===== src/rtl/fpcvt_pkg.sv =====
// Shared constants and FSM state type for the fpcvt arbiter slice.
package fpcvt_pkg;

  localparam int unsigned FP_IN_W = 12;
  localparam int unsigned FP_E_W  = 3;
  localparam int unsigned FP_F_W  = 4;

  localparam logic [FP_E_W-1:0] FP_SAT_E = 3'd7;
  localparam logic [FP_F_W-1:0] FP_SAT_F = 4'd15;

  typedef enum logic [1:0] {
    ST_IDLE = 2'd0,
    ST_CVT  = 2'd1,
    ST_HOLD = 2'd2
  } fpcvt_state_e;

endpackage


===== src/rtl/fp8_encode.sv =====
// Combinational 12-bit two's-complement to 8-bit float {S,E[2:0],F[3:0]}
// conversion with round-half-up and saturation flag.
module fp8_encode
  import fpcvt_pkg::*;
(
  input  logic [FP_IN_W-1:0] d_i,
  output logic               s_o,
  output logic [FP_E_W-1:0]  e_o,
  output logic [FP_F_W-1:0]  f_o,
  output logic               sat_o
);

  logic [FP_IN_W-1:0] mag;
  logic [3:0]         k;
  logic               found;
  // One spare bit on each field catches mantissa carry and exponent overflow.
  logic [FP_E_W:0]    e_w;
  logic [FP_F_W:0]    f_w;

  always_comb begin
    mag   = d_i[FP_IN_W-1] ? (~d_i + FP_IN_W'(1)) : d_i;
    found = 1'b0;
    k     = 4'd0;
    for (int unsigned i = 4; i <= 10; i++) begin
      if (mag[i]) begin
        found = 1'b1;
        k     = 4'(i);
      end
    end

    e_w = '0;
    f_w = '0;
    if (mag[11]) begin
      e_w = {1'b0, FP_SAT_E};
      f_w = {1'b0, FP_SAT_F};
    end else if (!found) begin
      f_w = {1'b0, mag[3:0]};
    end else begin
      e_w = k - 4'd3;
      f_w = {1'b0, mag[k -: 4]};
      if (mag[k - 4'd4]) begin
        f_w = f_w + 5'd1;
      end
      if (f_w[FP_F_W]) begin
        f_w = 5'd8;
        e_w = e_w + 4'd1;
      end
      if (e_w[FP_E_W]) begin
        e_w = {1'b0, FP_SAT_E};
        f_w = {1'b0, FP_SAT_F};
      end
    end
  end

  assign s_o   = d_i[FP_IN_W-1];
  assign e_o   = e_w[FP_E_W-1:0];
  assign f_o   = f_w[FP_F_W-1:0];
  assign sat_o = (e_o == FP_SAT_E) && (f_o == FP_SAT_F);

endmodule


===== src/rtl/fpcvt_arbiter.sv =====
// Round-robin arbiter sharing one fp8_encode datapath among NREQ requesters.
// Optional saturation counter enabled by FPCVT_SAT_STATS_EN.
module fpcvt_arbiter
  import fpcvt_pkg::*;
#(
  parameter int unsigned NREQ = 4,
  parameter int unsigned IDW  = 3
) (
  input  logic                    clk,
  input  logic                    rst_n,
  input  logic [NREQ-1:0]         req_valid,
  output logic [NREQ-1:0]         req_ready,
  input  logic [FP_IN_W*NREQ-1:0] req_data,
  output logic                    out_valid,
  input  logic                    out_ready,
  output logic                    out_s,
  output logic [FP_E_W-1:0]       out_e,
  output logic [FP_F_W-1:0]       out_f,
  output logic [IDW-1:0]          out_id,
  output logic                    busy,
  output logic [15:0]             sat_count
);

  fpcvt_state_e       state_q, state_d;
  logic [IDW-1:0]     rr_ptr_q, rr_ptr_d;
  logic [FP_IN_W-1:0] data_q;
  logic [IDW-1:0]     id_q;
  logic               out_valid_q;
  logic               out_s_q;
  logic [FP_E_W-1:0]  out_e_q;
  logic [FP_F_W-1:0]  out_f_q;
  logic [IDW-1:0]     out_id_q;

  logic               any_req;
  logic               grant;
  logic [IDW-1:0]     win;
  logic [FP_IN_W-1:0] win_data;

  logic               enc_s;
  logic [FP_E_W-1:0]  enc_e;
  logic [FP_F_W-1:0]  enc_f;

  // Offset i is the search priority from rr_ptr; j only selects constant indices.
  always_comb begin
    any_req  = 1'b0;
    win      = '0;
    win_data = '0;
    for (int unsigned i = 0; i < NREQ; i++) begin
      for (int unsigned j = 0; j < NREQ; j++) begin
        if (!any_req && req_valid[j] && (((32'(rr_ptr_q) + i) % NREQ) == j)) begin
          any_req  = 1'b1;
          win      = IDW'(j);
          win_data = req_data[j*FP_IN_W +: FP_IN_W];
        end
      end
    end
  end

  assign grant     = rst_n && any_req &&
                     ((state_q == ST_IDLE) || ((state_q == ST_HOLD) && out_ready));
  assign req_ready = grant ? (NREQ'(1) << win) : '0;
  assign rr_ptr_d  = (win == IDW'(NREQ - 1)) ? '0 : win + 1'b1;

  always_comb begin
    state_d = state_q;
    case (state_q)
      ST_IDLE: if (grant) state_d = ST_CVT;
      ST_CVT:  state_d = ST_HOLD;
      ST_HOLD: if (out_ready) state_d = grant ? ST_CVT : ST_IDLE;
      default: state_d = ST_IDLE;
    endcase
  end

  always_ff @(posedge clk or negedge rst_n) begin
    if (!rst_n) begin
      state_q     <= ST_IDLE;
      rr_ptr_q    <= '0;
      data_q      <= '0;
      id_q        <= '0;
      out_valid_q <= 1'b0;
      out_s_q     <= 1'b0;
      out_e_q     <= '0;
      out_f_q     <= '0;
      out_id_q    <= '0;
    end else begin
      state_q <= state_d;
      if (grant) begin
        data_q   <= win_data;
        id_q     <= win;
        rr_ptr_q <= rr_ptr_d;
      end
      if (state_q == ST_CVT) begin
        out_valid_q <= 1'b1;
        out_s_q     <= enc_s;
        out_e_q     <= enc_e;
        out_f_q     <= enc_f;
        out_id_q    <= id_q;
      end else if ((state_q == ST_HOLD) && out_ready) begin
        out_valid_q <= 1'b0;
      end
    end
  end

`ifdef FPCVT_SAT_STATS_EN
  logic        enc_sat;
  logic [15:0] sat_cnt_q;

  fp8_encode u_enc (
    .d_i   (data_q),
    .s_o   (enc_s),
    .e_o   (enc_e),
    .f_o   (enc_f),
    .sat_o (enc_sat)
  );

  always_ff @(posedge clk or negedge rst_n) begin
    if (!rst_n) begin
      sat_cnt_q <= '0;
    end else if ((state_q == ST_CVT) && enc_sat && (sat_cnt_q != '1)) begin
      sat_cnt_q <= sat_cnt_q + 16'd1;
    end
  end

  assign sat_count = sat_cnt_q;
`else
  fp8_encode u_enc (
    .d_i   (data_q),
    .s_o   (enc_s),
    .e_o   (enc_e),
    .f_o   (enc_f),
    .sat_o ()
  );

  assign sat_count = '0;
`endif

  assign out_valid = out_valid_q;
  assign out_s     = out_s_q;
  assign out_e     = out_e_q;
  assign out_f     = out_f_q;
  assign out_id    = out_id_q;
  assign busy      = (state_q != ST_IDLE);

endmodule


===== config.mk =====
export PLATFORM = sky130hd
export DESIGN_NAME = fpcvt_arbiter
export DESIGN_NICKNAME = d
export VERILOG_FILES = /design/src/rtl/fpcvt_pkg.sv /design/src/rtl/fp8_encode.sv /design/src/rtl/fpcvt_arbiter.sv
export SDC_FILE = /design/constraint.sdc
export NUM_CORES = 1
export LEC_CHECK = 0
export ABC_AREA = 0
export ABC_CLOCK_PERIOD_IN_PS = 5400
export CORE_MARGIN = 8
export CORE_UTILIZATION = 30
export DETAILED_ROUTE_END_ITERATION = 7
export GPL_TIMING_DRIVEN = 0
export PLACE_DENSITY = 0.49
export SLEW_MARGIN = 5
export SYNTH_ARGS = -nofsm -noshare
export SYNTH_HDL_FRONTEND = slang
export SYNTH_SLANG_ARGS = --single-unit
export TNS_END_PERCENT = 50

===== constraint.sdc =====
create_clock -name clk -period 5.4 [get_ports clk]
set_clock_uncertainty 0.15 [all_clocks]
set_input_delay 0.81 -clock clk [delete_from_list [all_inputs] [get_ports clk]]
set_output_delay 0.81 -clock clk [all_outputs]
set_load 0.005 [all_outputs]

======== Word level (Yosys, flattened, before mapping) ========
Cells that the tools add are included.
cells by class
  $lt $le $gt $ge ......................... 1
  shifts and indexed selects .............. 2
  multiplexer cells ....................... 85
  bitwise logic cells ..................... 1
  reduce and logical (&&, ||, !) cells .... 58
  add/sub/neg operators ................... 9
  eq/ne operators ......................... 17
operators with widths
  kind                     count
  $mux W12                 17
  $logic_not A32 Y1        4
  $mux W3                  21
  $mux W4                  11
  $logic_and A1 B1 Y1      34
  $mux W1                  28
  $eq A2 B2 Y1 const B     9
  $logic_not A1 Y1         15
  $mux W5                  3
  $shiftx A15 B5 Y4        1
  $add A12 B1 Y12 const B  1
  $not A12 Y12             1
  $eq A2 B1 Y1 const B     5
  $mux W2                  3
  $pmux W2 S3              1
  $add A4 B1 Y5 const B    1
  $lt A4 B5 Y1 const B     1
  $add A2 B1 Y2 const B    2
  $add A2 B2 Y2 const B    2
  $add A4 B1 Y4 const B    1
  $bmux W1 S4              1
  $ne A2 B2 Y1 const B     2
  $reduce_bool A2 Y1       2
  $shl A1 B3 Y4 const A    1
  other kinds (6)          6
storage, ports and cells
  output and inout bits ................... 33
  register bits after elaboration ......... 31
  word-level logic and storage cells ...... 182

======== Longest topological paths before layout ========
  word-level depth ........................ 68
  depth in mapped cells ................... 17
  depth with buffers taken out ............ 16

======== Cells and area by module ========
A second synthesis with hierarchy kept.
unflattened totals
  cell total of the unflattened synthesis .. 599
  area total of the unflattened synthesis .. 4,384.2 µm²
by module, submodules not included
  module         area each (µm²)  instances  cells each
  fpcvt_arbiter  3,156.8          1          412
  fp8_encode     1,227.4          1          187

======== Least setup slack after synthesis ========
No wires, ideal clock.
  path type ............................... reg2reg
  start point ............................. register data_q[0]
  end point ............................... register out_f_q[2] (netlist: out_f[2])
  path buffers ............................ 0
  clock period less this slack ............ 3.992 ns
  cell stages (with the launch flop) ...... 16
  setup slack ............................. 1.408 ns
  arrival ................................. 3.716 ns
  setup time .............................. 0.126 ns
  cells stage by stage .................... dfrtp_1 -> inv_1 -> ha_1 -> nor4b_2 -> a311oi_1 -> a2111oi_0 -> a311oi_4 -> mux2i_1 -> a221o_1 -> o21ai_1 -> nor2b_1 -> ha_1 -> inv_1 -> a211oi_4 -> a41o_4 -> o32a_1
on the way
  word-level cells in the longest chain between the ends .. 22
  elaborated cells between the ends (all ways) .. 34
  those cells by class .................... add/sub (5); shift (1); mux (27); bitwise (1)
ends and longest elaborated chain
  element                        line                 RTL
  start, declared                fpcvt_arbiter.sv:26  logic [FP_IN_W-1:0] data_q;
  start signal, assigned         fpcvt_arbiter.sv:88  data_q <= win_data;
  $not A12 Y12                   fp8_encode.sv:21     mag = d_i[FP_IN_W-1] ? (~d_i + FP_IN_W'(1)) : d_i;
  $add A12 B1 Y12                fp8_encode.sv:21
  $mux W12 *                     fp8_encode.sv:21
  $mux W3 (4 in series)          fp8_encode.sv:25     if (mag[i]) begin
  $mux W4 (3 in series)          fp8_encode.sv:25
  $sub A4 B3 Y4                  fp8_encode.sv:41     if (mag[k - 4'd4]) begin
  $bmux W1 S4                    fp8_encode.sv:41
  $mux W1 (not written as such)  fp8_encode.sv:41
  $mux W5                        fp8_encode.sv:41
  $mux W5                        fp8_encode.sv:36     end else if (!found) begin
  $mux W5                        fp8_encode.sv:33     if (mag[11]) begin
  $mux W4                        fp8_encode.sv:44     if (f_w[FP_F_W]) begin
  $mux W4                        fp8_encode.sv:36
  $mux W4                        fp8_encode.sv:33
  $mux W4                        fp8_encode.sv:48     if (e_w[FP_E_W]) begin
  $mux W4                        fp8_encode.sv:36
  $mux W4 *                      fp8_encode.sv:33
  end signal, assigned           fpcvt_arbiter.sv:96  out_f_q <= enc_f;
  end, declared                  fpcvt_arbiter.sv:31  logic [FP_F_W-1:0] out_f_q;
Mark *: on every way between the ends. The rest lies on a longest branch, timed or not. The select of a mux whose other input is x is not followed.
A chain may end at the register's enable or synchronous reset.

======== Worst setup path in the final report ========
  start point ............................. input port req_valid[2]
  end point ............................... output port req_ready[2]
on the way
  word-level cells in the longest chain between the ends .. 58
  elaborated cells between the ends (all ways) .. 73
  those cells by class .................... shift (1); mux (29); reduce/logical (43)
ends and longest elaborated chain
  element                            line                 RTL
  start, declared                    fpcvt_arbiter.sv:11  input logic [NREQ-1:0] req_valid,
  $logic_and A1 B1 Y1 (2 in series)  fpcvt_arbiter.sv:50  if (!any_req && req_valid[j] && (((32'(rr_ptr_q) + i) % NREQ) == j)) begin
  $mux W1                            fpcvt_arbiter.sv:50
  $logic_not A1 Y1                   fpcvt_arbiter.sv:50
  $logic_and A1 B1 Y1 (2 in series)  fpcvt_arbiter.sv:50
  $mux W1                            fpcvt_arbiter.sv:50
  $logic_not A1 Y1                   fpcvt_arbiter.sv:50
  $logic_and A1 B1 Y1 (2 in series)  fpcvt_arbiter.sv:50
  $mux W1                            fpcvt_arbiter.sv:50
  [... 36 more ...]                  n/a
  $logic_not A1 Y1                   fpcvt_arbiter.sv:50
  $logic_and A1 B1 Y1 (2 in series)  fpcvt_arbiter.sv:50
  $mux W1                            fpcvt_arbiter.sv:50
  $logic_not A1 Y1                   fpcvt_arbiter.sv:50
  $logic_and A1 B1 Y1 (2 in series)  fpcvt_arbiter.sv:50
  $mux W1                            fpcvt_arbiter.sv:50
  $logic_and A1 B1 Y1 (2 in series)  fpcvt_arbiter.sv:59  assign grant = rst_n && any_req &&
  $mux W4 *                          fpcvt_arbiter.sv:61  assign req_ready = grant ? (NREQ'(1) << win) : '0;
  end, declared                      fpcvt_arbiter.sv:12  output logic [NREQ-1:0] req_ready,
Mark *: on every way between the ends. The rest lies on a longest branch, timed or not.

==> metrics.md <==
| Metric | Value |
|---|---|
| Via count | 4546 |
| Worst-margin pin slew | 859 ps |
| Iter 0 DRT Violations | between 400 and 500 |
| Hold Worst Slack | 318 ps |
| GRT Util Overall | 18.1% |
| Max transition margin | 41.3% |
| Vias in the first global route | between 4000 and 5000 |
| Mapped Avg Cell Area | 7.29 um^2 |
| Crit path launch | req_valid[2] |
| Starting density of the core | a little under a third |
| Antenna violations before repair | 0 |
| Max cap viols | 0 |
| First-pass GRT wire length | 24.4 mm |
| Hold-fix buffers, CTS | 0 |
| Power Density | ~570 nW/um^2 |
| Startpoint Class | input pin |
| Die width | 130 um |
| Synthesis-to-finish area growth | 29.2% |
| Avg WL per Cell | 19.2 um |
| Fraction of registers with async set/reset | 100% |
| Pin count of the biggest net entering global routing | 31 |
| Fmax | around 210 MHz |
| Status | complete, no violations |
| DP HPWL | 11.9 mm |
| Synth cell types | 75 |
| Synth Area in XOR/XNOR | 3.36% |
| Synth Area in Simple Gates | 24.4% |
| DRC | 0 |
| Detailed Route WL | 15.2 mm |
| Routed vias/inst | 5.72 |
| Crit Reg-Reg Startpoint | data_q[0]$_DFFE_PN0P_ |
| Die Ht | 130 um |
| Die Footprint | 16800 um^2 |
| CTS root buf | clkbuf_16 |
| Overall power | 2.83 mW |
| Drt pass-1 iters | 6 |
| #FFs+latches synth | 29 |
| Fin. Hold Viols | 0 |
| Crit Path Max Fanout | 10 |
| FF/Latch Area | 726 um^2 |
| PostCTS Resize Cnt | 0 |
| Mapped Area | 3870 um^2 |
| RSZ-0062 raised after global routing | false |
| Layout cells sized above 1 | 7.87% |
| Final Wtd Congestion | 0.900 |
| Hold_sp | id_q[1]$_DFFE_PN0P_ |
| TritonCTS buffer count | 5 |
| Setup bufs post-CTS | 0 |
| Cells after Synth | 531 |
| Compound-Gate Fraction of Synth Area | 37.0% |
| CTS clk-pin slew, worst paths | 50 ps |
| Clock Latency Late Sink | 270 ps |
| Clock Path Buffers | 2 |
| Hold Path Class | flop to flop |
| Diode count | 0 |
| CTS tree | done |
| Design Area, Final | 5000 um^2 |
| Crit Path Class | input pin to primary output |
| Std cell rows | 41 |
| Register area share after synthesis | 18.7% |
| Core area | about 13000 um^2 |
| Post-synth EDFFs | 0 |
| Max VDD drop | around 0.16 mV |
| GR Overflow Total | 0 |
| Synthesis Warnings | 0 |
| Main combinational cell family by area after synthesis | compound AO/OA/AOI/OAI gates |
| CP required | 4440 ps |
| Fillers | about 1400 |
| Fin util | about 40% |
| Post-Synth Adder-Cell Area | ~2.6% |
| Leakage | just under 2 nW |
| # clock sinks | 29 |
| Fin nets | 685 |
| Fin Setup TNS | 0 ps |
| Multi-input logic area | ~2800 um^2 |
| Final Slew Violations | 0 |
| Min cycle time layout | roughly 4900 ps |
| # setup viols final | 0 |
| CP arrival | 3900 ps |
| CTS H-tree depth | 2 |
| Mux cell area share after synthesis | 3.94% |
| Worst setup EP type | primary output |
| Primary FF master, synth | dfrtp_1 |
| ANT nets after route | 0 |
| DP Area | 4830 um^2 |
| Boundary pin count | 88 |
| Number of buffers added on ports | 68 |
| Final Cycle Share | between 90% and 100% |
[logic make-up after synthesis]
logic type,Yosys count
compound gates,189
xor+xnor,14
fa+ha+maj,8
buf+inv,80
flops,29
mux,15
other cells,1
simple gates,195
[layer usage]
layer / vias up / wire length (um) / track usage (%)
li1: 2170 / - / -
met1: 2153 / 6650 / 23.1
met2: 199 / 7400 / 31.0
met3: 24 / 900 / 2.26
met4: 0 / 280 / 5.46
met5: - / 0 / 0
[stage by stage]
step,cells,setup WS (ps)
3_5_place_dp,787,506
5_1_grt,795,297
3_3_place_gp,787,-132
6_report,795,537
4_1_cts,795,491
2_1_floorplan,547,1410
[worst max-delay path, cell delays in order]
cell,delay (ps)
clkdlybuf4s50_1,470
clkbuf_1,360
nor2_1,220
nand2_1,140
nand4b_1,420
clkinv_1,340
clkbuf_1,430
and2_1,200
clkdlybuf4s50_1,510
[layout by cell type, fill, tap and decap left out, drive strengths merged, types with 17 or more instances in the layout]
cell,count
a21oi,18
buf,27
clkbuf,37
clkdlybuf4s50,67
conb,17
dfrtp,29
inv,23
nand2,54
nand3,19
nor2,52
o21ai,40
o22ai,19
[Yosys cell counts, types with 6 or more instances]
master | n | area (um^2)
mux2i_1 | 13 | 130
nor2_1 | 52 | 195
a22oi_1 | 7 | 52.6
o21ai_1 | 6 | 30.0
a222oi_1 | 7 | 70.1
a221oi_1 | 14 | 123
buf_4 | 17 | 128
dfrtp_1 | 29 | 726
and3_1 | 10 | 62.6
nand2_1 | 54 | 203
o21ai_0 | 34 | 170
nor3_1 | 9 | 45.0
inv_1 | 20 | 75.1
o221ai_1 | 12 | 105
clkbuf_1 | 29 | 109
a21oi_1 | 18 | 90.1
a211oi_1 | 9 | 67.6
nor2b_1 | 11 | 68.8
nand3_1 | 19 | 95.1
ha_1 | 8 | 100
nor4_1 | 7 | 43.8
xnor2_1 | 10 | 87.6
o22ai_1 | 19 | 119
and2_1 | 10 | 62.6
a31oi_1 | 8 | 50.1
o211ai_1 | 9 | 67.6
[area by class of cell]
class	count	share of cell area [%]
flip-flops and latches	29	14.5
multi-input cells	438	56.6
clock buffers	7	2.85
well taps	172	4.30
inverters	24	1.80
repair buffers	68	13.5
plain buffers	56	5.78
clock inverters	1	0.600
[power breakdown]
group	leakage, nW	internal [mW]	switching, mW
clock	0.0841	0.230	0.0917
sequential	0.334	0.313	0.0668
combinational	1.54	0.888	1.24
[flip-flops by register name (all words and copies together), names as in the netlist, 2 cells and up]
register  flops
data_q       12
out_f         4
out_e         3
id_q          2
out_id        2
rr_ptr_q      2
state_q       2
[path summary, 6_finish.rpt]
| kind | slack (ps) | end | depth (start not counted) |
|---|---|---|---|
| worst max-delay path | 540 | req_ready[2] | 9 |
| worst min-delay path | 320 | out_id[1]$_DFFE_PN0P_ | 2 |
| worst max register to register | 650 | out_e[2]$_DFFE_PN0P_ | 16 |
| worst min register to register | 320 | out_id[1]$_DFFE_PN0P_ | 2 |
| max in group asynchronous | 4260 | out_s$_DFFE_PN0P_ | 1 |
| min in group asynchronous | 410 | data_q[3]$_DFFE_PN0P_ | 1 |
Power figures use the tool's default switching activity.
